==> src/rtl/osl_tx_arb_pkg.sv <==
// Shared link-arbiter definitions: word width, arbiter state encodings, default port count.
`ifndef OSL_H
`define OSL_H
`ifndef WORDSZ
`define WORDSZ 8
`endif
`define ARB_NREQ 4
`define ARB_IDLE 2'd0
`define ARB_WR   2'd1
`define ARB_HOLD 2'd2
`define ARB_WAIT 2'd3
`endif

package osl_tx_arb_pkg;

  localparam int unsigned ARB_NREQ_DFLT = `ARB_NREQ;

  typedef enum logic [1:0] {
    ARB_IDLE = `ARB_IDLE,
    ARB_WR   = `ARB_WR,
    ARB_HOLD = `ARB_HOLD,
    ARB_WAIT = `ARB_WAIT
  } arb_state_e;

endpackage

==> src/rtl/osl_rr_sel.sv <==
// Combinational round-robin selector: first set request after the last grant, wrapping.
module osl_rr_sel #(
  parameter int unsigned NREQ = 4
) (
  input  logic [NREQ-1:0]         req,
  input  logic [$clog2(NREQ)-1:0] last,
  output logic                    valid,
  output logic [$clog2(NREQ)-1:0] idx
);

  localparam int unsigned IW = $clog2(NREQ);

  // Scan from last+1 around to last; the first hit wins.
  always_comb begin
    int unsigned c;
    valid = 1'b0;
    idx   = last;
    c     = 0;
    for (int unsigned k = 1; k <= NREQ; k++) begin
      c = (32'(last) + k) % NREQ;
      if (!valid && req[c]) begin
        valid = 1'b1;
        idx   = c[IW-1:0];
      end
    end
  end

endmodule

==> src/rtl/osl_tx_arb.sv <==
// Link transmit arbiter: per-requester one-word slots issued round-robin to the link host port.
`ifndef WORDSZ
`define WORDSZ 8
`endif

module osl_tx_arb
  import osl_tx_arb_pkg::*;
#(
  parameter int unsigned NREQ = ARB_NREQ_DFLT
) (
  input  logic                     clk,
  input  logic                     resetb,
  input  logic [NREQ-1:0]          req_en,
  input  logic [NREQ-1:0]          req_wr,
  input  logic [NREQ*`WORDSZ-1:0]  req_din,
  output logic [NREQ-1:0]          req_dir,
  output logic                     host_wr,
  output logic [`WORDSZ-1:0]       host_din,
  input  logic                     host_dir,
  output logic [1:0]               grant_id,
  output logic                     busy,
  output logic [NREQ-1:0]          err_ovf,
  input  logic                     err_clr
);

  arb_state_e         state, state_nxt;
  logic [`WORDSZ-1:0] slot [NREQ];
  logic [NREQ-1:0]    full;
  logic               sel_valid;
  logic [1:0]         sel_idx;
  logic               issue;

  osl_rr_sel #(.NREQ(NREQ)) u_rr_sel (
    .req   (full & req_en),
    .last  (grant_id),
    .valid (sel_valid),
    .idx   (sel_idx)
  );

  assign req_dir = ~full;
  assign host_wr = (state == ARB_WR);
  assign busy    = (state != ARB_IDLE);

  // Next-state logic; issue marks the IDLE->WR edge where the winner is latched.
  always_comb begin
    state_nxt = state;
    issue     = 1'b0;
    case (state)
      ARB_IDLE: if (host_dir && sel_valid) begin
        state_nxt = ARB_WR;
        issue     = 1'b1;
      end
      ARB_WR:   state_nxt = ARB_HOLD;
      ARB_HOLD: state_nxt = ARB_WAIT;
      ARB_WAIT: if (host_dir) state_nxt = ARB_IDLE;
      default:  state_nxt = ARB_IDLE;
    endcase
  end

  // State register.
  always_ff @(posedge clk or negedge resetb) begin
    if (!resetb) state <= ARB_IDLE;
    else         state <= state_nxt;
  end

  // Latch winner and its word at issue; host_din then holds it until the next issue.
  always_ff @(posedge clk or negedge resetb) begin
    if (!resetb) begin
      grant_id <= 2'(NREQ-1);
      host_din <= '0;
    end else if (issue) begin
      grant_id <= sel_idx;
      host_din <= slot[sel_idx];
    end
  end

  // Holding slots: load when empty, flag overflow when full, empty at end of WR.
  always_ff @(posedge clk or negedge resetb) begin
    if (!resetb) begin
      full    <= '0;
      err_ovf <= '0;
      for (int unsigned i = 0; i < NREQ; i++) slot[i] <= '0;
    end else begin
      for (int unsigned i = 0; i < NREQ; i++) begin
        if (req_wr[i] && !full[i]) begin
          slot[i] <= req_din[i*`WORDSZ +: `WORDSZ];
          full[i] <= 1'b1;
        end else if ((state == ARB_WR) && (grant_id == 2'(i))) begin
          full[i] <= 1'b0;
        end
        // A new overflow takes priority over a same-cycle clear.
        if (req_wr[i] && full[i]) err_ovf[i] <= 1'b1;
        else if (err_clr)         err_ovf[i] <= 1'b0;
      end
    end
  end

endmodule

==> config.mk <==
export PLATFORM = sky130hd
export DESIGN_NAME = osl_tx_arb
export DESIGN_NICKNAME = d
export VERILOG_FILES = /design/src/rtl/osl_tx_arb_pkg.sv /design/src/rtl/osl_rr_sel.sv /design/src/rtl/osl_tx_arb.sv
export SDC_FILE = /design/constraint.sdc
export NUM_CORES = 1
export LEC_CHECK = 0
export CAP_MARGIN = 10
export CORE_MARGIN = 4
export CORE_UTILIZATION = 49
export CTS_CLUSTER_SIZE = 28
export DETAILED_ROUTE_END_ITERATION = 6
export GPL_ROUTABILITY_DRIVEN = 0
export GPL_TIMING_DRIVEN = 0
export PLACE_DENSITY_LB_ADDON = 0.15
export SYNTH_ARGS = -nofsm -noshare
export SYNTH_HDL_FRONTEND = slang
export SYNTH_SLANG_ARGS = --single-unit
==> constraint.sdc <==
create_clock -name clk -period 3 [get_ports clk]
set_input_delay 0.45 -clock clk [delete_from_list [all_inputs] [get_ports clk]]
set_output_delay 0.45 -clock clk [all_outputs]
set_load 0.01 [all_outputs]
Yosys cells after proc, flatten, opt, wreduce, memory -nomap -nowiden
Index checks and enable logic that the tools add are counted.
{"block": "word_totals", "latchBits": 0, "out_inout_bits": 20, "rom_bits": 0, "mem_bits_rw": 0, "n_memories": 0, "inputBits": 44, "reg_bits": 52}
{"block": "op_classes", "shift": 0, "reduce_logical": 35, "eq_ne": 8, "n_div": 0, "muxes": 37, "magnitude_cmp": 5, "n_addsub": 4, "n_mul": 0, "n_bitwise": 3}
{"op": "$mux 1", "count": 23}
{"op": "$reduce_bool 2->1", "count": 9}
{"op": "$bmux 8 s2", "count": 1}
{"op": "$logic_and 1x1->1", "count": 16}
{"op": "$mux 8", "count": 2}
{"op": "$lt 2x3->1 const B", "count": 4}
{"op": "$mux 2", "count": 6}
{"op": "$bmux 1 s2", "count": 4}
{"op": "$eq 2x2->1 const B", "count": 4}
{"op": "$pmux 2 s4", "count": 1}
{"op": "$logic_not 1->1", "count": 7}
{"op": "$add 2x1->2 const B", "count": 2}
{"op": "$add 2x2->2 const B", "count": 2}
{"op": "$and 4x4->4", "count": 1}
{"op": "$eq 2x1->1 const B", "count": 2}
{"op": "$logic_not 2->1", "count": 2}
{"op": "$ne 2x2->1 const B", "count": 2}
{"op": "$not 4->4", "count": 1}
{"op": "$ge 3x3->1 const B", "count": 1}
{"op": "$not 2->3", "count": 1}
{"op": "$reduce_and 2->1", "count": 1}

Longest topological paths before layout
{"block": "depth", "depth_word": 17, "depth_mapped": 10, "depth_no_buf": 8}

Cells and area by module
Synthesis repeated with hierarchy kept, for this count alone.
{"block": "hier_totals", "hier_cells": 171, "area_unflattened_um2": 2362.3}
{"mod": "osl_tx_arb", "instances": 1, "cells_per_inst": 157, "area_per_inst_um2": 2279.7, "seq_area_each_um2": 1303.8}
{"mod": "osl_rr_sel", "instances": 1, "cells_per_inst": 14, "area_per_inst_um2": 82.6, "seq_area_each_um2": 0.0}

Worst setup path before layout
OpenSTA, ideal clock, no wires.
{"block": "synth_timing", "kind": "reg2reg", "from": "register grant_id[0]", "to": "register host_din[4]", "path_stages_with_launch": 10, "period_less_slack_ns": 2.693, "path_slack_ns": 0.307, "required_time_ns": 2.874, "arrival_ns": 2.567, "cell_sequence": "dfstp_2 > buf_4 > inv_2 > ha_1 > a31o_2 > o221ai_2 > buf_2 > mux2i_1 > nor2_1 > a221o_1"}
{"block": "synth_via", "elab_chain_cells": 17, "elab_cells_between_ends": 33, "classes_between": "add/sub: 4; mux: 21; bitwise: 1; reduce/logical: 7"}
{"element": "from (decl)", "line_no": "osl_tx_arb.sv:20", "text": "output logic [1:0] grant_id,"}
{"element": "from (signal assigned)", "line_no": "osl_tx_arb.sv:69", "text": "grant_id <= 2'(NREQ-1);"}
{"element": "from (signal assigned)", "line_no": "osl_tx_arb.sv:72", "text": "grant_id <= sel_idx;"}
{"element": "$add 2x1->2", "line_no": "osl_rr_sel.sv:20", "text": "c = (32'(last) + k) % NREQ;"}
{"element": "$bmux 1 s2", "line_no": "osl_rr_sel.sv:21", "text": "if (!valid && req[c]) begin"}
{"element": "$mux 1 (implied by the code)", "line_no": "osl_rr_sel.sv:21"}
{"element": "$mux 1", "line_no": "osl_rr_sel.sv:21"}
{"element": "$logic_not 1->1", "line_no": "osl_rr_sel.sv:21"}
{"element": "$logic_and 1x1->1", "line_no": "osl_rr_sel.sv:21"}
{"element": "$mux 1", "line_no": "osl_rr_sel.sv:21"}
{"element": "$logic_not 1->1", "line_no": "osl_rr_sel.sv:21"}
{"element": "$logic_and 1x1->1", "line_no": "osl_rr_sel.sv:21"}
{"element": "$mux 1", "line_no": "osl_rr_sel.sv:21"}
{"element": "$logic_not 1->1", "line_no": "osl_rr_sel.sv:21"}
{"element": "$logic_and 1x1->1", "line_no": "osl_rr_sel.sv:21"}
{"element": "$mux 2", "line_no": "osl_rr_sel.sv:21"}
{"element": "$not 2->3 (implied by the code)", "line_no": "osl_tx_arb.sv:73", "text": "host_din <= slot[sel_idx];"}
{"element": "$bmux 8 s2", "line_no": "osl_tx_arb.sv:73"}
{"element": "$mux 8 (implied by the code) (2 in series)", "line_no": "osl_tx_arb.sv:73"}
{"element": "to (signal assigned)", "line_no": "osl_tx_arb.sv:73"}
{"element": "to (decl)", "line_no": "osl_tx_arb.sv:18", "text": "output logic [`WORDSZ-1:0] host_din,"}
Several ways; a longest one is shown, not always the timed one. The select of a mux whose other input is x is not followed.
A chain may end at the register's enable or synchronous reset.

Final worst setup path
{"block": "layout_timing", "from": "register grant_id[0]", "to": "register host_din[5]"}
Same word-level chain as after synthesis.

==> impl_metrics.toml <==
[sta]
hold_viol_final = 0
finClkSkew_ns = 0.00345
tightest_slew_ns = 0.596
fin_crit_ns = 2.81
holdWs_ns = 0.140
setup_slack_ns = 0.187
rsz0062_at_grt = "false"
fin_crit_sh = 0.938
drv_slew = 0
setup_viol = 0
timing.fmax_mhz = 355
slew_headroom = 0.603

[layout]
drive_gt1_frac = 0.204
area_growth_pct = 32.5
fillers = 387
n_antenna_cell = 0
utilization = 0.690
regArea_um2 = 1300
multi_input_area_um2 = 1140
layout.nets = 332
final_cell_count_no_fill = 346

[die]
coreArea_um2 = 4880
dieArea_um2 = 6400
die_h_um = 80.0
ioPinCount = 64
initial_utilization = 0.521
rows = 25
die_x_um = 80.0

[placed_design]
io_buffer_count = 63
dp_cells = 339
hpwl_mm = 4.14
place_ws_ns = -0.0618

[yosys]
ys_seq_elements = 52
synth.area.top_cells = "dfrtp_1 (49%), mux2_2 (15%), mux2i_1 (5.5%), ha_1 (4.4%), a221o_1 (2.8%)"
syn_inst = 208
post-synth-top-area-fraction = 0.492
synth_ff_type = "dfrtp_1"
netlist_top_cells_count = "dfrtp_1 (50), mux2_2 (34), mux2i_1 (14)"
synth_edf_count = 0
async_flop_share = 1.00
syn_area_per_cell_um2 = 12.2
yosys.area.top_type = "dfrtp_1"
ys_warn_count = 0
synth_area_um2 = 2540
syn_nets = 261
ys_types = 36
ys_seq_area_frac = 0.513
synth_most_common_cell = "dfrtp_1"

[routing]
viasPerCell = 5.20
drtPass1Iterations = 4
drc_errors = 0
vias = 1799
postRouteAntennaNets = 0
drtIter0Drc = 45
wl_mm = 5.36
wl_per_cell_um = 15.5

[cts]
numCtsBuffers = 5
cts_tree = "yes"
h-tree-depth = 2
numClockSinks = 52
root_buffer = "clkbuf_8"
clk_pin_slew_ns = 0.09
insertion_delay_ns = 0.30
cts_buffer_depth = 2

[worst_hold_path]
hold_class = "in -> async"

[global_route]
grt_pass1_vias = 1939
grt_pass1_wl_mm = 8.89
antenna_found_initial = 0
grt_use_total = 0.180
grt.overflow.total = 0
grt_max_degree = 28

[power]
switching_share = 0.364
p_sw_mw = 1.24
power.leakage_nw = 1.47
p_per_area_nw_per_um2 = 1010
power.share.sequential = 0.365
ir_drop_mv = 0.444
p_int_mw = 2.17
power_frac_comb = 0.525
clkPwrFrac = 0.111

[setup_path]
cp-end-kind = "flop"
arrival_ns = 3.00
worst_setup_path_start_kind = "flop"
cp_max_fo = 10
r2r_cells = 9
cp.required_ns = 3.19
critical_path_class = "reg -> reg"

[outcome]
outcome = "completed"

[run]
drv_cap = 0
-- final cells by class --
type                       instances  share of cell area
inverter                          13              0.0145
clock buffer                       7              0.0227
tap                               67              0.0249
buffer                            13              0.0197
timing repair buffer              64               0.192
sequential                        52               0.387
multi-input combinational        130               0.340
-- cell families (layout without fill, tap and decap cells) --
logic type	count (synthesis)	after routing	synth area share
xor gates and xnor gates	2	2	0.00689
DFF	52	52	0.513
and+or+nand+nor	41	41	0.0763
adders and majority gates	9	9	0.0443
muxes	50	50	0.225
AOI/OAI and AO/OA	28	28	0.0901
buffers and inverters	26	97	0.0443
-- registers in the layout (all words and copies together), names as in the netlist --
signal	count
err_ovf	4
slot	32
host_din	8
state	2
grant_id	2
full	4
-- worst max-delay path, cell delays in order, from the launching register on --
cell,delay [ns]
dfstp_2,0.57
buf_4,0.16
inv_2,0.08
ha_1,0.34
a31o_2,0.25
o221ai_4,0.33
buf_4,0.29
mux2i_1,0.24
nor2_1,0.07
a221o_1,0.34
-- per-layer routing --
metal  global-route usage  share of wire
met2                0.323           0.50
met4               0.0507          0.013
met5                    0              0
met1                0.218           0.43
met3               0.0372          0.054
-- cells in the final DEF (no fill, tap or decap) --
cell	synthesis	routed
xnor2_2	0	1
a21oi_1	1	1
nand2b_1	1	1
a31oi_1	5	5
dfstp_2	2	2
a21boi_0	2	2
mux2i_1	14	14
clkbuf_1	7	9
inv_2	1	1
o221ai_4	0	1
nor2_1	13	13
inv_1	12	12
nand3b_1	1	1
dfrtp_1	50	50
a22o_1	1	1
clkdlybuf4s50_1	0	62
a221o_1	7	7
o21a_1	1	1
nand2_2	1	1
nand3_1	1	1
buf_12	0	1
mux4_1	1	1
a221oi_1	1	1
mux2_2	34	34
xnor2_1	2	1
o21ai_0	6	6
nor3_1	8	8
nand4b_1	1	1
buf_2	3	3
ha_1	9	9
nand2_1	9	9
nand4_1	1	1
mux4_2	1	1
a31o_2	1	1
or2_2	1	1
clkbuf_8	0	5
o31ai_1	1	1
buf_4	3	4
o31ai_4	1	1
nor2b_1	4	4
-- power by group through the flow --
stage | Sequential (mW) | Clock [mW] | Combinational (mW)
global placement | 1.25 | 0 | 1.72
floorplan | 1.23 | 0 | 1.19
CTS | 1.25 | 0.387 | 1.79
detailed placement | 1.26 | 0 | 1.77
global route | 1.29 | 0.415 | 1.97
finish | 1.24 | 0.377 | 1.79
-- through the flow --
step	cell area, um2	power, mW	TNS, ns
after floorplan	2540	2.42	0
after global placement	3260	2.97	-3.07
after detailed placement	3270	3.03	-0.0968
after CTS	3360	3.43	0
after global routing	3370	3.67	0
final	3370	3.41	0
-- path summary, 6_finish.rpt --
kind / from / to / slack [ns]
worst max-delay path: grant_id[0]$_DFFE_PN1P_ / host_din[5]$_DFFE_PN0P_ / 0.19
worst min-delay path: resetb / state[0]$_DFFE_PN0P_ / 0.14
worst max register to register: grant_id[0]$_DFFE_PN1P_ / host_din[5]$_DFFE_PN0P_ / 0.19
worst min register to register: slot[4]$_DFFE_PN0P_ / slot[4]$_DFFE_PN0P_ / 0.51
max in group asynchronous: resetb / grant_id[1]$_DFFE_PN1P_ / 2.24
min in group clk: slot[4]$_DFFE_PN0P_ / slot[4]$_DFFE_PN0P_ / 0.51
-- repair_timing --
action | in CTS | in global routing
hold buffers | 0 | 0
buffers inserted | 0 | 0
endpoints found under the setup margin | 2 | 4
resized for setup | 1 | 3
(Power assumes the default switching activity.)
==> RTL change: new RTL, config.mk and constraints unchanged <==
The macro `WORDSZ` goes from 8 to 32.
--- a/src/rtl/osl_tx_arb_pkg.sv
+++ b/src/rtl/osl_tx_arb_pkg.sv
@@ -4,3 +4,3 @@
 `ifndef WORDSZ
-`define WORDSZ 8
+`define WORDSZ 32
 `endif
Interface: changed (resized host_din and req_din); port bits go from 64 to 184. No check against the original RTL was run, so the function may have changed too.
==> RTL change against the original RTL <==
- cell area increased to 3.1 times the old value
- count of clock-buffer cells in the layout increased by 17
- routed wire length increased to 3.5 times the old value
- clock power increased to 6.2 times the old value
- worst setup slack improved by 0.030 ns
- the flow now finishes with violations (negative hold slack)
- sequential power increased to 3.3 times the old value
- area after synthesis increased to 2.9 times the old value
- total power increased to 3.5 times the old value
- sequential cell count increased by 120
- worst hold slack got worse by 0.15 ns
- critical endpoint is now host_din[30]$_DFFE_PN0P_
==> RTL change: results (changes against the original RTL) <==
* Sequential cell area fraction in the yosys report at 0.579 (was 0.513)
* Min cycle time layout at 2.78 ns (was 2.81 ns)
* Final Hold Fails at 2 (was 0)
* Clock-pin slew on the worst setup and hold paths at 0.06 ns (was 0.09 ns)
* Worst min-delay path class: input port to async pin (unchanged)
* R2R cell count at 10 (was 9)
* Post-Place Cells at 910 (was 339)
* Worst hold slack at -0.00711 ns (was 0.140 ns)
* Port Buffers at 183 (was 63)
* Crit Reg-Reg Startpoint: grant_id[0]$_DFFE_PN1P_ (unchanged)
* Clock skew at 0.00619 ns (was 0.00345 ns)
* Clock Path Buffers at 2 (unchanged)
* GRT Util Overall at 0.221 (was 0.180)
* Syn Nets at 691 (was 261)
* WS Path Type: register to register (unchanged)
* Diode count at 0 (unchanged)
* Final WL at 18700 µm (was 5360 µm)
* Worst Setup EP: host_din[30]$_DFFE_PN0P_ (was host_din[5]$_DFFE_PN0P_)
* Area delta synth->final at 38.1% (was 32.5%)
* Layout Nets at 896 (was 332)
* Flop2flop setup slack at 0.22 ns (was 0.19 ns)
* Pin slew with the least headroom to its limit at 0.711 ns (was 0.596 ns)
* Failing checks: negative hold slack
* CTS H-tree lvls at 4 (was 2)
* Worst skew pair latency at 0.42 ns (was 0.30 ns)
* First-pass GRT wire length at 30000 µm (was 8890 µm)
* Iter 0 DRT Violations at 253 (was 45)
* DR vias at 5149 (was 1799)
* Status: finished with violations (was finished clean)
* Worst slack at placement at -0.350 ns (was -0.0618 ns)
* Leak at 4.50 nW (was 1.47 nW)
* Synth top cells by count: 170 x dfrtp_1, 92 x mux2_2, 62 x mux2i_1 (was 50 x dfrtp_1, 34 x mux2_2, 14 x mux2i_1)
* Unique masters post-synth at 33 (was 36)
* Arrival time at the worst endpoint at 3.09 ns (was 3.00 ns)
* Antenna violations before repair at 1 (was 0)
* CTS root buffer: clkbuf_16 (was clkbuf_8)
* Biggest regs: slot: 128 flops, host_din: 32 flops (was slot: 32 flops, host_din: 8 flops)
* Avg WL per Cell at 19.8 µm (was 15.5 µm)
* Worst vdd ir at 0.714 mV (was 0.444 mV)
* Drt first pass iters at 5 (was 4)
* Layout fillers at 1054 (was 387)
* Largest net degree at the start of global routing at 93 (was 28)
* Synth top area cells: dfrtp_1 57%, mux2_2 14%, mux2i_1 8.3% (was dfrtp_1 49%, mux2_2 15%, mux2i_1 5.5%)
* Post-Place Cell Area at 9540 µm² (was 3270 µm²)
* Gate Count Post-Synth at 542 (was 208)
* Async SR Flop Fraction at 1.00 (unchanged)
* Clock buffer count from CTS at 17 (was 5)
* DP HPWL at 13300 µm (was 4140 µm)
* Vias in the first global route at 5652 (was 1939)
* Layout cells sized above 1 at 0.190 (was 0.204)
* Synthesis warning total at 0 (unchanged)
* Internal Power at 7.94 mW (was 2.17 mW)
* Crit Path Max Fanout at 14 (was 10)
==> RTL change: cell count changes in the layout (fill, tap and decap cells not counted), moves of 6 or more <==
cell / change
mux2_1: +39
buf_6: +6
mux2_2: +58
nand2_1: +36
nor2_1: -7
o221ai_1: +31
clkdlybuf4s50_1: +120
nor3_1: -7
dfrtp_1: +120
clkbuf_1: +10
a221o_1: -7
mux2i_1: +45
buf_1: +12
clkbuf_16: +17
==> RTL change: power by group through the flow <==
stage / clock (mW) / combinational (mW) / sequential [mW]
CTS: 2.37 / 5.38 / 4.09
global placement: 0 / 4.92 / 4.05
floorplan: 0 / 3.41 / 4.03
detailed placement: 0 / 5.06 / 4.12
finish: 2.34 / 5.46 / 4.12
global route: 2.49 / 5.87 / 4.26
==> RTL change: critical path: stages, from the launching register on <==
cell	delay, ns
dfstp_4	0.70
inv_2	0.13
ha_4	0.28
o31ai_2	0.28
o32ai_2	0.13
buf_4	0.17
xnor2_4	0.18
buf_12	0.16
buf_4	0.11
mux2_1	0.30
o221a_1	0.22
==> RTL change: cells by family (layout without fill, tap and decap cells) <==
kind of cell             after synthesis  count (layout)  share of synthesized area
flip-flops                           172             172                      0.579
AO/OA/AOI/OAI                         52              52                     0.0556
AND/OR/NAND/NOR                       64              64                     0.0366
XOR/XNOR                               2               2                    0.00336
multiplexers                         194             194                      0.285
adder cells (fa/ha/maj)                9               9                     0.0151
buffers and inverters                 49             266                     0.0261
==> RTL change: area by class of cell <==
type                            count  area share
Inverter                           13     0.00475
Buffer                             35      0.0173
Clock inverter                      7      0.0131
Multi-Input combinational cell    321       0.290
Clock buffer                       24      0.0479
Sequential cell                   172       0.419
Timing Repair Buffer              187       0.185
Tap cell                          184      0.0224
==> RTL change: metal layers <==
layer / share of wire / track usage / vias to the layer above
met5: 0.00070 / 0 / -
met4: 0.013 / 0.0601 / 2
met3: 0.071 / 0.0818 / 26
met2: 0.49 / 0.366 / 157
met1: 0.42 / 0.276 / 2604
li1: - / - / 2360
==> RTL change: how the worst min path moves through the flow <==
stage	endpoint	slack, ns	cells after the start
2_1_floorplan	err_ovf[0]$_DFFE_PN0P_	0.15	0
3_3_place_gp	slot[94]$_DFFE_PN0P_	0.46	1
3_5_place_dp	full[2]$_DFFE_PN0P_	0.47	1
4_1_cts	full[2]$_DFFE_PN0P_	0.02	1
5_1_grt	full[2]$_DFFE_PN0P_	0.03	1
6_report	full[2]$_DFFE_PN0P_	-0.007	1
==> RTL change: repair_timing <==
action                                  in CTS  in global routing
setup buffers                                3                  0
pin swaps                                    2                  0
gates resized for setup                      9                 10
hold buffers                                 0                  0
endpoints found under the setup margin      32                 32
